## config.mk

```make
export PLATFORM = sky130hd
export DESIGN_NAME = bf_tape_unit
export DESIGN_NICKNAME = d
export VERILOG_FILES = /design/src/rtl/bf_tape_unit.sv
export SDC_FILE = /design/constraint.sdc
export NUM_CORES = 1
export LEC_CHECK = 0
export ABC_AREA = 1
export CAP_MARGIN = 10
export CORE_ASPECT_RATIO = 1.1
export CORE_MARGIN = 1
export CORE_UTILIZATION = 35
export CTS_BUF_LIST = sky130_fd_sc_hd__clkbuf_8
export DETAILED_ROUTE_END_ITERATION = 10
export PLACE_DENSITY = 0.56
export SYNTH_ARGS = -nofsm -noshare
export SYNTH_HDL_FRONTEND = slang
export SYNTH_SLANG_ARGS = --single-unit
```

## constraint.sdc

```tcl
create_clock -name clk -period 5.65 [get_ports clk]
set_clock_uncertainty 0.15 [all_clocks]
set_input_delay 0.565 -clock clk [delete_from_list [all_inputs] [get_ports clk]]
set_output_delay 0.565 -clock clk [all_outputs]
set_load 0.01 [all_outputs]
```

## src/rtl/bf_tape_unit.sv

```systemverilog
// ============================================================================
// bf_tape_unit : BF CPU data tape with cell pointer, signed-delta ADD/MOVE,
//                LOAD, CLEAR and a post-reset zeroing sweep.
// Revision     : 1.0 - initial release
// ============================================================================
`default_nettype none

module bf_tape_unit #(
  parameter int WIDTH   = 8,
  parameter int DEPTH   = 16,
  parameter int DELTA_W = 8,
  parameter int WRAP    = 1,
  localparam int AW     = $clog2(DEPTH)
) (
  input  logic               clk,
  input  logic               rst_n,
  input  logic               op_valid,
  output logic               op_ready,
  input  logic [2:0]         op_code,
  input  logic [DELTA_W-1:0] op_delta,
  input  logic [WIDTH-1:0]   in_data,
  output logic [WIDTH-1:0]   cell_out,
  output logic               cell_zero,
  output logic [AW-1:0]      ptr,
  output logic               op_illegal
);

  localparam logic [2:0] c_OP_NOP   = 3'd0;
  localparam logic [2:0] c_OP_ADD   = 3'd1;
  localparam logic [2:0] c_OP_MOVE  = 3'd2;
  localparam logic [2:0] c_OP_LOAD  = 3'd3;
  localparam logic [2:0] c_OP_CLEAR = 3'd4;

  // Two guard bits: unsigned cell plus signed delta can exceed 2^WIDTH-1
  // and still needs a sign bit for the saturation compare.
  localparam int EW = ((WIDTH > DELTA_W) ? WIDTH : DELTA_W) + 2;
  localparam int SW = ((AW > DELTA_W) ? AW : DELTA_W) + 1;

  typedef enum logic [0:0] {
    ST_SWEEP = 1'b0,
    ST_RUN   = 1'b1
  } state_t;

  state_t             r_state, w_state_next;
  logic [AW-1:0]      r_idx, w_idx_next;
  logic [AW-1:0]      r_ptr, w_ptr_next;
  logic               r_illegal, w_illegal_next;
  logic [WIDTH-1:0]   r_tape [DEPTH];

  logic               w_accept;
  logic               w_we;
  logic [AW-1:0]      w_waddr;
  logic [WIDTH-1:0]   w_wdata;
  logic [WIDTH-1:0]   w_cur;
  logic signed [EW-1:0] w_cell_ext, w_delta_ext, w_sum, w_max;
  logic [WIDTH-1:0]   w_add_res;
  logic [SW-1:0]      w_dsx;
  logic [AW-1:0]      w_ptr_moved;
  logic               w_unused;

  assign w_cur       = r_tape[r_ptr];
  assign w_cell_ext  = signed'({{(EW-WIDTH){1'b0}}, w_cur});
  assign w_delta_ext = signed'({{(EW-DELTA_W){op_delta[DELTA_W-1]}}, op_delta});
  assign w_sum       = w_cell_ext + w_delta_ext;
  assign w_max       = signed'({{(EW-WIDTH){1'b0}}, {WIDTH{1'b1}}});

  always_comb begin
    w_add_res = w_sum[WIDTH-1:0];
    if (WRAP == 0) begin
      if (w_sum[EW-1])
        w_add_res = '0;
      else if (w_sum > w_max)
        w_add_res = {WIDTH{1'b1}};
    end
  end

  // Pointer arithmetic is always modulo DEPTH regardless of cell mode.
  assign w_dsx       = {{(SW-DELTA_W){op_delta[DELTA_W-1]}}, op_delta};
  assign w_ptr_moved = r_ptr + w_dsx[AW-1:0];
  assign w_unused    = ^w_dsx[SW-1:AW];

  assign op_ready   = (r_state == ST_RUN);
  assign w_accept   = op_valid && op_ready;
  assign cell_out   = (r_state == ST_SWEEP) ? '0 : w_cur;
  assign cell_zero  = (cell_out == '0);
  assign ptr        = r_ptr;
  assign op_illegal = r_illegal;

  always_comb begin
    w_state_next   = r_state;
    w_idx_next     = r_idx;
    w_ptr_next     = r_ptr;
    w_illegal_next = 1'b0;
    w_we           = 1'b0;
    w_waddr        = r_ptr;
    w_wdata        = w_add_res;
    case (r_state)
      ST_SWEEP: begin
        w_we       = 1'b1;
        w_waddr    = r_idx;
        w_wdata    = '0;
        w_idx_next = r_idx + 1'b1;
        if (r_idx == AW'(DEPTH - 1))
          w_state_next = ST_RUN;
      end
      default: begin
        if (w_accept) begin
          case (op_code)
            c_OP_NOP:  ;
            c_OP_ADD:  w_we = 1'b1;
            c_OP_MOVE: w_ptr_next = w_ptr_moved;
            c_OP_LOAD: begin
              w_we    = 1'b1;
              w_wdata = in_data;
            end
            c_OP_CLEAR: begin
              w_ptr_next   = '0;
              w_idx_next   = '0;
              w_state_next = ST_SWEEP;
            end
            default:   w_illegal_next = 1'b1;
          endcase
        end
      end
    endcase
  end

  always_ff @(posedge clk or negedge rst_n) begin
    if (!rst_n) begin
      r_state   <= ST_SWEEP;
      r_idx     <= '0;
      r_ptr     <= '0;
      r_illegal <= 1'b0;
    end else begin
      r_state   <= w_state_next;
      r_idx     <= w_idx_next;
      r_ptr     <= w_ptr_next;
      r_illegal <= w_illegal_next;
    end
  end

  // Storage is deliberately unreset; the sweep zeroes it before first use.
  always_ff @(posedge clk) begin
    if (w_we)
      r_tape[w_waddr] <= w_wdata;
  end

endmodule

`default_nettype wire

```

Word level (Yosys, flattened, before mapping)
Memories as Yosys holds them, arrays and structs flattened. Index checks and enable logic that the tools add are counted.

Multiply operators: 0. Order comparisons: 0. $add $sub $neg: 3. Shift-type cells: 0. Equal/unequal tests: 7. Bitwise gates (word level): 0. Divide/modulo/power cells: 0. Reductions and logical operators: 8. Multiplexer cells: 21.

Operators by type and width (count): $mux W8 (4); $mux W4 (4); $mux W1 (12); $add A8 B8 Y8 (1); $logic_not A8 Y1 (1); $pmux W4 S2 (1); $eq A3 B2 Y1 const B (2); $reduce_or A5 Y1 (1); $add A4 B1 Y4 const B (1); $add A4 B4 Y4 (1); $eq A4 B4 Y1 const B (1); $ne A2 B1 Y1 const B (2); $eq A3 B1 Y1 const B (1); $eq A3 B3 Y1 const B (1); $logic_not A3 Y1 (1); $reduce_and A3 Y1 (1); $reduce_and A2 Y1 (1); $reduce_bool A2 Y1 (1); $reduce_or A2 Y1 (1); $logic_and A1 B1 Y1 (1).

Memories: 1. RAM bits: 128. Bits in latches: 0. Register bits: 10. ROM bits: 0. Input bits: 22.

Memories: r_tape (words 16, bits a word 8, rd ports 1, clocked after Yosys merged registers in 0, wr ports 1, line 48) `logic [WIDTH-1:0] r_tape [DEPTH];`.

Logic depth before layout (Yosys ltp)
Depth in word-level cells: 7. Depth in mapped cells: 19. Gate-level depth less buffers: 16.

Worst setup path after synthesis
No wires, ideal clock.

Kind: flip-flop to flip-flop. From: register r_ptr[0] (netlist: ptr[0]). To: memory r_tape[0][6], data pin. Stages on the path, launching flop included: 18. Arrival: 2.788 ns. Library setup time: 0.291 ns. Setup slack: 2.421 ns. Path buffers: 3. Period minus slack after synthesis: 3.229 ns. Cells stage by stage: dfrtp_1 -> buf_4 -> inv_4 -> buf_6 -> buf_6 -> o21ai_1 -> o211ai_1 -> nand3_1 -> nand2_1 -> ha_1 -> fa_1 -> nand3_1 -> nand2_1 -> nand2_1 -> nand2_1 -> a21oi_1 -> xor2_1 -> a21oi_1.

Word-level cells in the longest chain between the ends: 5.

RTL lines: from (decl) (line 46) `logic [AW-1:0] r_ptr, w_ptr_next;`; from (signal assigned) (line 137) `r_ptr <= w_ptr_next;`; $mem_v2 Z16 W8 *; $add A8 B8 Y8 * (line 64) `assign w_sum = w_cell_ext + w_delta_ext;`; $mux W8 (line 108) `case (op_code)`; $mux W8 * (line 107) `if (w_accept) begin`; $mux W8 * (line 97) `case (r_state)`; named net w_wdata[6] (line 53) `logic [WIDTH-1:0] w_wdata;`; to (decl) (line 48).

Mark *: on every way through the listed nets, which the timed path passes. The rest lies on a longest branch.

Final worst setup path
From: register r_ptr[0] (netlist: ptr[0]). To: memory r_tape[2][6], data pin.

The elaborated chain is that of the path after synthesis.

==> metrics.md <==
| Metric | Value |
|---|---|
| Mapped Cells | `592` |
| Synth unique cells | `29` |
| Reg clk slew, reported paths | `around 80 ps` |
| TNS Setup | `0 ps` |
| Post-synth ARST share | `0.07246` |
| CTS buffer count | `17` |
| Top post-synthesis cells by count | `edfxtp_1 (128), nor2_1 (110), nand3_1 (63)` |
| Yosys reg bits | `about 140` |
| Layout Cells excl Fill | `879` |
| Power density cells | `~600 nW/um^2` |
| Post-Syn Nets | `approximately 630` |
| Worst-skew pair later-pin latency | `between 400 and 500 ps` |
| Post-CTS setup repair buffer count | `0` |
| Initial antenna violation count | `1` |
| Endpoints failing setup | `0` |
| DR vias | `4423` |
| Hold Buf Count CTS | `0` |
| Status | `complete, no violations` |
| DP Area | `6888 sq um` |
| Avg Cell Area, Syn | `between 10 and 15 sq um` |
| RSZ-0062 raised after global routing | `false` |
| Core Util, Final | `0.4129` |
| Post-DP HPWL | `10120 um` |
| Biggest area consumer among synthesized cells | `edfxtp_1` |
| CP endpoint kind | `register` |
| Post-CTS sizing | `0` |
| Final hold viol count | `0` |
| Vias in the first global route | `4410` |
| First-pass GRT wire length | `roughly 24000 um` |
| Synth top area cells | `edfxtp_1 (61%), nor2_1 (6.5%), nand3_1 (5.0%), o21ai_0 (4.4%), dfrtp_1 (4.0%)` |
| Count leader, synth | `edfxtp_1` |
| Clock Tree Root | `clkbuf_8` |
| Mapped Area | `~6300 sq um` |
| Placer's final routability congestion estimate | `around 0.86` |
| Area of the multi-input gates | `about 1900 sq um` |
| DRC | `0` |
| Vias per cell | `a little over 5` |
| P&R area growth vs syn | `15.71%` |
| WP data arrival | `about 4500 ps` |
| Hold crit path type | `in2async` |
| FMAX | `219.2 MHz` |
| Boundary pin count | `37` |
| Clock Sinks | `138` |
| Router iterations before antenna repair | `5` |
| CTS tree | `built` |
| Share of layout cells above drive strength 1 | `0.07332` |
| Drt wl/cell | `about 18 um` |
| Largest fanout on the critical path | `just under 60` |
| Share of the synthesized area in the top cell type | `0.6094` |
| Peak supply drop | `around 0.24 mV` |
| Initial Util | `0.3568` |
| Synth warnings | `0` |
| Number of flops mapped to enable cells by yosys | `128` |
| FF-to-FF setup slack | `1090 ps` |
| Final period util | `0.8074` |
| # fillers | `1675` |
| Ant diodes | `0` |
| Drt total wl | `about 16000 um` |
| Pleak | `roughly 2.7 nW` |
| Critical path data required time | `around 5600 ps` |
| Nets | `about 660` |
| Rows | `51` |
| Fin area | `7298 sq um` |
| CTS max path bufs | `2` |
| Crit path kind | `reg2reg` |
| GRT Util Overall | `0.1796` |
| Max-cap violations | `0` |
| Largest net degree at the start of global routing | `59` |
| Die ar. | `between 15000 and 20000 sq um` |
| Tmin final | `~4600 ps` |
| Crit path launch type | `register` |
| Slew headroom | `0.1677` |
| Grt ovf | `0` |
| Die H | `142.8 um` |
| Worst slew pin tran | `approximately 1200 ps` |
| Ys flop type | `edfxtp_1` |
| ANT nets after route | `0` |
| Htree depth | `4` |
| Register area | `4095 sq um` |
| Die width | `about 130 um` |
| Hold WS | `290.0 ps` |
| # placed instances | `~850` |
| Core Area | `around 18000 sq um` |
| DRT iter0 DRCs | `~340` |
| PortBufs | `36` |
| Sequential-to-total area share from yosys stat | `0.6491` |
| Slew Viols, Final | `0` |
-- final timing paths --
check,start,to,cells after the start
worst max-delay path,ptr[0],r_tape[2][6],16
worst min-delay path,rst_n,r_idx[1],1
worst max register to register,ptr[0],r_tape[2][6],16
worst min register to register,ptr[2],ptr[2],2
max in group asynchronous,rst_n,ptr[0],1
min in group clk,ptr[2],ptr[2],2
-- state kept, by name, summed over array words and instances (netlist names) --
signal,count
r_tape,128
ptr,4
r_idx,4
op_illegal,1
op_ready,1
-- metrics by stage --
| stage | worst slack, ps | total power [mW] |
|---|---|---|
| after CTS | 1145 | 4.318 |
| after floorplan | 2421 | 2.872 |
| after detailed placement | 1166 | 3.501 |
| after global routing | 746.0 | 4.588 |
| final | 1088 | 4.304 |
| after global placement | 1338 | 3.464 |
-- power breakdown --
part | internal (mW) | switching [mW]
Clock | 0.435 | 0.388
Sequential | 1.51 | 0.130
Combinational | 0.590 | 1.25
-- cells by family (layout without fill, tap and decap cells) --
logic type               after synthesis  in the layout  synth area share
flip-flops                           138            138            0.6491
adder cells (fa/ha/maj)               13             13           0.02817
XOR/XNOR                               7              7          0.009720
AND/OR/NAND/NOR                      239            239            0.1579
AO/OA/AOI/OAI                        116            116            0.1006
buffers and inverters                 79            128           0.05455
-- worst max-delay path: stages, from the launching register on --
cell and delay, ps:
dfrtp_2 810, inv_4 410, nor2_1 180, nor2_1 50, o21ai_0 80, nand3_1 90
nand3_1 150, nand2_1 100, ha_1 210, fa_1 410, nand3_1 130, nand2_1 60
nand2_1 80, nand2_1 50, a21oi_1 150, xor2_1 90, a21oi_1 950
-- routing by layer --
metal	track usage	part of all wire	wire length, um
met5	0	0	0
met4	0.06610	0.021	323
met3	0.04346	0.044	694
met2	0.3071	0.49	7669
met1	0.2189	0.44	6930
-- layout by cell type (no fill, tap or decap) --
master	count
clkinv_1	5
dfrtp_1	9
o21ai_0	54
nand4_1	1
o21ai_1	14
o32ai_1	1
bufinv_16	3
ha_1	11
nor2_2	1
xnor2_1	3
clkbuf_8	17
inv_6	1
dfrtp_2	1
edfxtp_1	128
clkinvlp_4	4
a21oi_2	1
nand2_2	1
a21oi_1	25
inv_1	46
xor2_1	4
inv_4	1
o211ai_1	16
nand3_1	63
fa_1	2
nor2_1	110
clkinv_2	1
nand2_1	61
a31oi_1	1
nand3_2	2
o22ai_1	4
clkinv_4	4
buf_4	10
clkdlybuf4s50_1	36
-- layout make-up --
| class | count | area share |
|---|---|---|
| Multi-Input combinational cell | 375 | 0.2561 |
| Inverter | 50 | 0.02606 |
| Clock inverter | 15 | 0.02417 |
| Clock buffer | 17 | 0.03206 |
| Timing Repair Buffer | 46 | 0.05966 |
| Sequential cell | 138 | 0.5611 |
| Tap cell | 238 | 0.04080 |
Power figures use the tool's default switching activity.
